<file path="config.mk">
export PLATFORM = sky130hd
export DESIGN_NAME = disp_scan_sched
export DESIGN_NICKNAME = d
export VERILOG_FILES = /design/src/rtl/disp_scan_sched.sv
export SDC_FILE = /design/constraint.sdc
export NUM_CORES = 1
export LEC_CHECK = 0
export CAP_MARGIN = 40
export CORE_UTILIZATION = 55
export CTS_CLUSTER_DIAMETER = 150
export CTS_CLUSTER_SIZE = 16
export DETAILED_ROUTE_END_ITERATION = 6
export GPL_TIMING_DRIVEN = 0
export PLACE_DENSITY = 0.84
export SLEW_MARGIN = 20
export SYNTH_ARGS = -nofsm -noshare
export SYNTH_HDL_FRONTEND = slang
export SYNTH_SLANG_ARGS = --single-unit
</file>
<file path="constraint.sdc">
create_clock -name clk_300Hz -period 6 [get_ports clk_300Hz]
set_clock_uncertainty 0.15 [all_clocks]
set_input_delay 0.6 -clock clk_300Hz [delete_from_list [all_inputs] [get_ports clk_300Hz]]
set_output_delay 0.6 -clock clk_300Hz [all_outputs]
set_load 0.01 [all_outputs]
</file>
<file path="src/rtl/disp_scan_sched.sv">
// disp_scan_sched: multiplexed display scan scheduler.
//
// Walks the enabled digit groups (group n = register pair 2n/2n+1). For each group it
// requests a segment-data load from the digit datapath, optionally blanks every select
// line for a few ticks, then drives that group's select line for SHOW_TICKS ticks.
//
// Optional feature: define DISP_BLANK_EN to insert the all-off BLANK phase between the
// load and the show phase. Without it, a group is shown on the cycle after load_ack.
//
// Parameters:
//   SHOW_TICKS   - cycles a group is driven on sel_out (1..15)
//   BLANK_TICKS  - cycles of all-off between load and show (1..15, DISP_BLANK_EN only)
//   LOAD_TIMEOUT - cycles load_req may wait for load_ack (1..15)
//
// Ports:
//   clk_300Hz   in   scan clock, all state changes on its rising edge
//   sl_rst_wire in   asynchronous active-low reset
//   grp_en      in   [3:0] bit n high = group n takes part in the scan
//   hold_req    in   level, pins the scan on group hold_sel
//   hold_sel    in   [1:0] group to pin while hold_req is high
//   load_ack    in   datapath has latched the group's segment data
//   load_req    out  request to latch group grp_idx
//   grp_idx     out  [1:0] group being loaded or shown
//   sel_out     out  [3:0] one-hot select, group 0 = bit 3, group 3 = bit 0
//   frame_done  out  one-cycle pulse when the scan wraps
//   err_timeout out  sticky load-timeout flag, cleared only by reset

module disp_scan_sched #(
  parameter int unsigned SHOW_TICKS   = 3,
  parameter int unsigned BLANK_TICKS  = 1,
  parameter int unsigned LOAD_TIMEOUT = 4
) (
  input  logic       clk_300Hz,
  input  logic       sl_rst_wire,
  input  logic [3:0] grp_en,
  input  logic       hold_req,
  input  logic [1:0] hold_sel,
  input  logic       load_ack,
  output logic       load_req,
  output logic [1:0] grp_idx,
  output logic [3:0] sel_out,
  output logic       frame_done,
  output logic       err_timeout
);

  typedef enum logic [1:0] {
    StIdle  = 2'd0,
    StLoad  = 2'd1,
    StBlank = 2'd2,
    StShow  = 2'd3
  } state_e;

  // Terminal counts: the phase ends on the edge where the counter holds these values.
  localparam logic [3:0] ShowLast  = 4'(SHOW_TICKS - 1);
  localparam logic [3:0] ToLast    = 4'(LOAD_TIMEOUT - 1);
  localparam logic [3:0] BlankLast = 4'(BLANK_TICKS - 1);

  state_e     state_q, state_d;
  logic [3:0] cnt_q, cnt_d;
  logic [1:0] grp_q, grp_d;
  logic       frame_q, frame_d;
  logic       err_q, err_d;

  logic [1:0] first_incl;
  logic [1:0] next_strict;
  logic [1:0] pick;
  logic       hold_ok;

  // First enabled group at offset 0..4 (incl) or 1..4 (strict) from 'from', wrapping.
  // Offset 4 lands back on 'from', so a single enabled group selects itself.
  function automatic logic [1:0] find_en(input logic [3:0] en, input logic [1:0] from,
                                         input logic incl);
    logic [1:0] res;
    logic [1:0] idx;
    logic       found;
    res   = from;
    found = 1'b0;
    for (int unsigned k = 0; k < 5; k++) begin
      idx = from + 2'(k);
      if (!found && (incl || (k != 0)) && en[idx]) begin
        res   = idx;
        found = 1'b1;
      end
    end
    return res;
  endfunction

  assign first_incl  = find_en(grp_en, grp_q, 1'b1);
  assign next_strict = find_en(grp_en, grp_q, 1'b0);
  // A hold on a disabled group is ignored and the normal scan continues.
  assign hold_ok     = hold_req && grp_en[hold_sel];
  assign pick        = hold_ok ? hold_sel : next_strict;

`ifndef DISP_BLANK_EN
  logic unused_blank_last;
  assign unused_blank_last = ^BlankLast;
`endif

  always_comb begin
    state_d = state_q;
    cnt_d   = cnt_q;
    grp_d   = grp_q;
    frame_d = 1'b0;
    err_d   = err_q;
    case (state_q)
      StIdle: begin
        if (grp_en != 4'b0000) begin
          state_d = StLoad;
          grp_d   = first_incl;
          cnt_d   = 4'd0;
        end
      end
      StLoad: begin
        // Ack has priority over a timeout expiring on the same edge.
        if (load_ack) begin
          cnt_d = 4'd0;
`ifdef DISP_BLANK_EN
          state_d = StBlank;
`else
          state_d = StShow;
`endif
        end else if (cnt_q == ToLast) begin
          // Give up on the load and show whatever the datapath still holds.
          err_d   = 1'b1;
          state_d = StShow;
          cnt_d   = 4'd0;
        end else begin
          cnt_d = cnt_q + 4'd1;
        end
      end
`ifdef DISP_BLANK_EN
      StBlank: begin
        if (cnt_q == BlankLast) begin
          state_d = StShow;
          cnt_d   = 4'd0;
        end else begin
          cnt_d = cnt_q + 4'd1;
        end
      end
`endif
      StShow: begin
        if (cnt_q == ShowLast) begin
          // Selection point: grp_en and hold are only looked at here and in IDLE.
          cnt_d = 4'd0;
          if (grp_en == 4'b0000) begin
            state_d = StIdle;
          end else begin
            state_d = StLoad;
            grp_d   = pick;
            frame_d = (pick <= grp_q);
          end
        end else begin
          cnt_d = cnt_q + 4'd1;
        end
      end
      default: begin
        state_d = StIdle;
        cnt_d   = 4'd0;
      end
    endcase
  end

  always_ff @(posedge clk_300Hz or negedge sl_rst_wire) begin
    if (!sl_rst_wire) begin
      state_q <= StIdle;
      cnt_q   <= 4'd0;
      grp_q   <= 2'd0;
      frame_q <= 1'b0;
      err_q   <= 1'b0;
    end else begin
      state_q <= state_d;
      cnt_q   <= cnt_d;
      grp_q   <= grp_d;
      frame_q <= frame_d;
      err_q   <= err_d;
    end
  end

  // Outputs decode straight from state so an asynchronous reset clears them at once.
  assign load_req    = (state_q == StLoad);
  assign grp_idx     = grp_q;
  assign sel_out     = (state_q == StShow) ? (4'b1000 >> grp_q) : 4'b0000;
  assign frame_done  = frame_q;
  assign err_timeout = err_q;

endmodule

</file>
==> reports/results.txt <==
Rows: 15
clock transition at the registers of the reported paths: 60 ps
GR peak layer: met2
status: finished clean
Net Switching: 285.9 uW
Slew HR: 67.00%
WL per Instance: 15.03 um
reg2reg setup slack: 2680 ps
chip height: 45.79 um
grt met1 use: 35.34%
Initial Util: 59.79%
worst hold slack: 320.8 ps
RSZ-0062 raised after global routing: false
die area: 2097 um^2
Critical Path Source Type: primary input
Final Hold Violating Endpoints: 0
clock buffer count from CTS: 3
Area Overhead vs Synth: 21.23%
Syn Area/Cell: 9.418 um^2
critical path cell sequence: clkdlybuf4s50_1, mux4_2, nand2b_4, a21bo_1, a221o_1, a22o_1, ha_1, a21oi_1, a21oi_1, nor4_1
Setup CP Type: in2reg
initial antenna violation count: 0
register area share after synthesis: 23.72%
Final ANT Viol Nets: 0
HP Class: reg2reg
DR pass1 iterations: 4
GPL Wtd Cong: 0.8341
async set-reset flop share out of synthesis: 100.0%
die width: 45.79 um
Crit-path slowest cell: mux4_2
CP bufs+invs: 1
Max-cap violations: 0
H-tree depth: 1
switching share of power: 46.41%
GR Layer Usage met2: 38.57%
clock buffer depth: 2
Post-CTS Setup Inserts: 0
crit path DAT: 3430 ps
commonest non-fill, non-tap cell in the layout: clkdlybuf4s50_1
Synth area leaders: dfrtp_1 (24%), ha_1 (13%), mux4_1 (10%)
Worst Setup EP: frame_done$_DFF_PN0_
drt drc: 0
WP data required: 5990 ps
synth unique cells: 42
Vias: 961
Hold-fix buffers, CTS: 0
part of the power in registers: 19.9%
placed insts: 154
Skew-Pair Late Insertion Delay: 260 ps
Tcrit/Tclk final: 57.26%
PostCTS Resize Cnt: 0
filler-free cell count of the finished design: 157
Net Count, Synth: 133
nets: 155
maximum VDD drop: 0.2740 mV
critical path's largest stage delay: 610 ps
pwr/cell area: 481.7 nW/um^2
critical path depth: 10
via density per instance: 6.121
fmax: 291.1 MHz
Worst Setup SP: grp_en[1]
most frequent CP cell: a21oi_1
Final setup viols: 0
setup TNS: 0 ps
pins over their slew limit: 0
Ys Warns: 0
Internal: 330.1 uW
reg2reg end: frame_done$_DFF_PN0_
worst r2r src: grp_idx[1]$_DFFE_PN0P_
Logic pwr share: 73.0%
first-pass GRT wire length: 3.788 mm
CP endpoint kind: flop
top_reg_cell synth: dfrtp_1
core area: 1764 um^2
Util after Layout: 72.48%
proportion of power drawn by the clock network: 7.1%
CP max FO: 9
grt total ovfl: 0
CP top delay family: compound AO/OA/AOI/OAI gates
IO buf count: 17
cell taking the most area after synthesis: dfrtp_1
Worst R2R Path Depth: 11
DP Wirelength: 1.781 mm
CTS tree: yes
Synth top area share: 23.72%
Root Driver: clkbuf_4
ANT cells: 0
P_leak: 0.5777 nW
Total Routing Usage GR: 25.21%
largest net degree at the start of global routing: 11
commonest non-fill, non-tap cells in the layout: clkdlybuf4s50_1 (17), inv_1 (12), ha_1 (11)
drt total wl: 2.360 mm
cell count after synthesis: 112
Final min period: 3436 ps
drt first-iter violations: 25
Post-Syn Area: 1055 um^2
worst-margin pin slew: 490.5 ps
synthesis-stage register bit count: 10
vias in the first global route: 892
number of flops mapped to enable cells by yosys: 0
GR Util met3: 7.143%
clock net sink count: 10
I/O pin total: 19
layout cells sized above 1: 7.576%
## cell type report
cell class | count | area (um^2)
Fill cell | 160 | 485.5
Inverter | 12 | 45.04
Buffer | 3 | 20.02
Sequential cell | 10 | 250.2
Tap cell | 25 | 31.28
Clock buffer | 3 | 22.52
Multi-Input combinational cell | 87 | 739.5
Timing Repair Buffer | 17 | 170.2
## worst min-delay path by stage
stage / from / end / slack [ps] / cells past startpoint
6_report: err_timeout$_DFFE_PN0P_ / err_timeout$_DFFE_PN0P_ / 320 / 1
5_1_grt: err_timeout$_DFFE_PN0P_ / err_timeout$_DFFE_PN0P_ / 340 / 1
4_1_cts: err_timeout$_DFFE_PN0P_ / err_timeout$_DFFE_PN0P_ / 330 / 1
3_5_place_dp: err_timeout$_DFFE_PN0P_ / err_timeout$_DFFE_PN0P_ / 310 / 1
3_3_place_gp: err_timeout$_DFFE_PN0P_ / err_timeout$_DFFE_PN0P_ / 300 / 1
2_1_floorplan: sl_rst_wire / cnt_q[0]$_DFFE_PN0P_ / 150 / 0
## per-layer routing
metal  wire length, um  share of wire, %
met1              1124                48
met2              1115                47
met3               102               4.3
met4                18              0.76
met5                 0                 0
## sequential cells by signal, summed over array words and instances, names as in the netlist
signal,flops
grp_idx,2
cnt_q,4
err_timeout,1
state_q,2
frame_done,1
## Yosys cell counts, types with 2 or more instances
| cell type | count |
|---|---|
| and2_1 | 4 |
| inv_1 | 12 |
| mux4_1 | 4 |
| ha_1 | 11 |
| nand3_1 | 4 |
| o21ai_0 | 8 |
| nor2b_1 | 2 |
| o21a_1 | 2 |
| nor2_1 | 6 |
| nand4_1 | 2 |
| a21oi_1 | 3 |
| nand2_1 | 9 |
| mux4_2 | 2 |
| mux2i_1 | 4 |
| nor4_1 | 2 |
| dfrtp_1 | 10 |
| a211oi_1 | 2 |
## power groups by stage
stage          sequential, mW  clock, mW  combinational [mW]
2_1_floorplan           0.119          0               0.331
3_3_place_gp            0.121          0               0.427
3_5_place_dp            0.124          0               0.443
4_1_cts                 0.122     0.0455               0.445
5_1_grt                 0.126     0.0494               0.502
6_report                0.123     0.0436               0.450
## kinds of logic (layout without fill, tap and decap cells)
logic type,count (synthesis),in the layout,synth area share [%]
AOI/OAI and AO/OA,28,28,18.86
buffers and inverters,15,35,6.167
and+or+nand+nor,36,36,18.27
DFF,10,10,23.72
adders and majority gates,11,11,13.05
xor gates and xnor gates,1,1,0.8305
muxes,11,11,19.10
## worst reg2reg max path: stages, from the launching register on
cell      delay [ps]
dfrtp_1          540
inv_1            200
ha_1             390
mux4_1           370
nand2b_4          90
a21bo_1          180
a221o_1          310
a22o_1           230
ha_1             300
a21oi_1          130
a21oi_1           50
nor4_1           270
## metrics by stage
step | setup slack (ps) | total power, mW | cell area [um^2]
detailed placement | 2382 | 0.5664 | 1256
global placement | 2425 | 0.5480 | 1256
finish | 2564 | 0.6159 | 1279
floorplan | 3080 | 0.4503 | 1055
CTS | 2603 | 0.6130 | 1279
global route | 2480 | 0.6767 | 1279
Note: power is estimated with default switching activity, not from simulation.
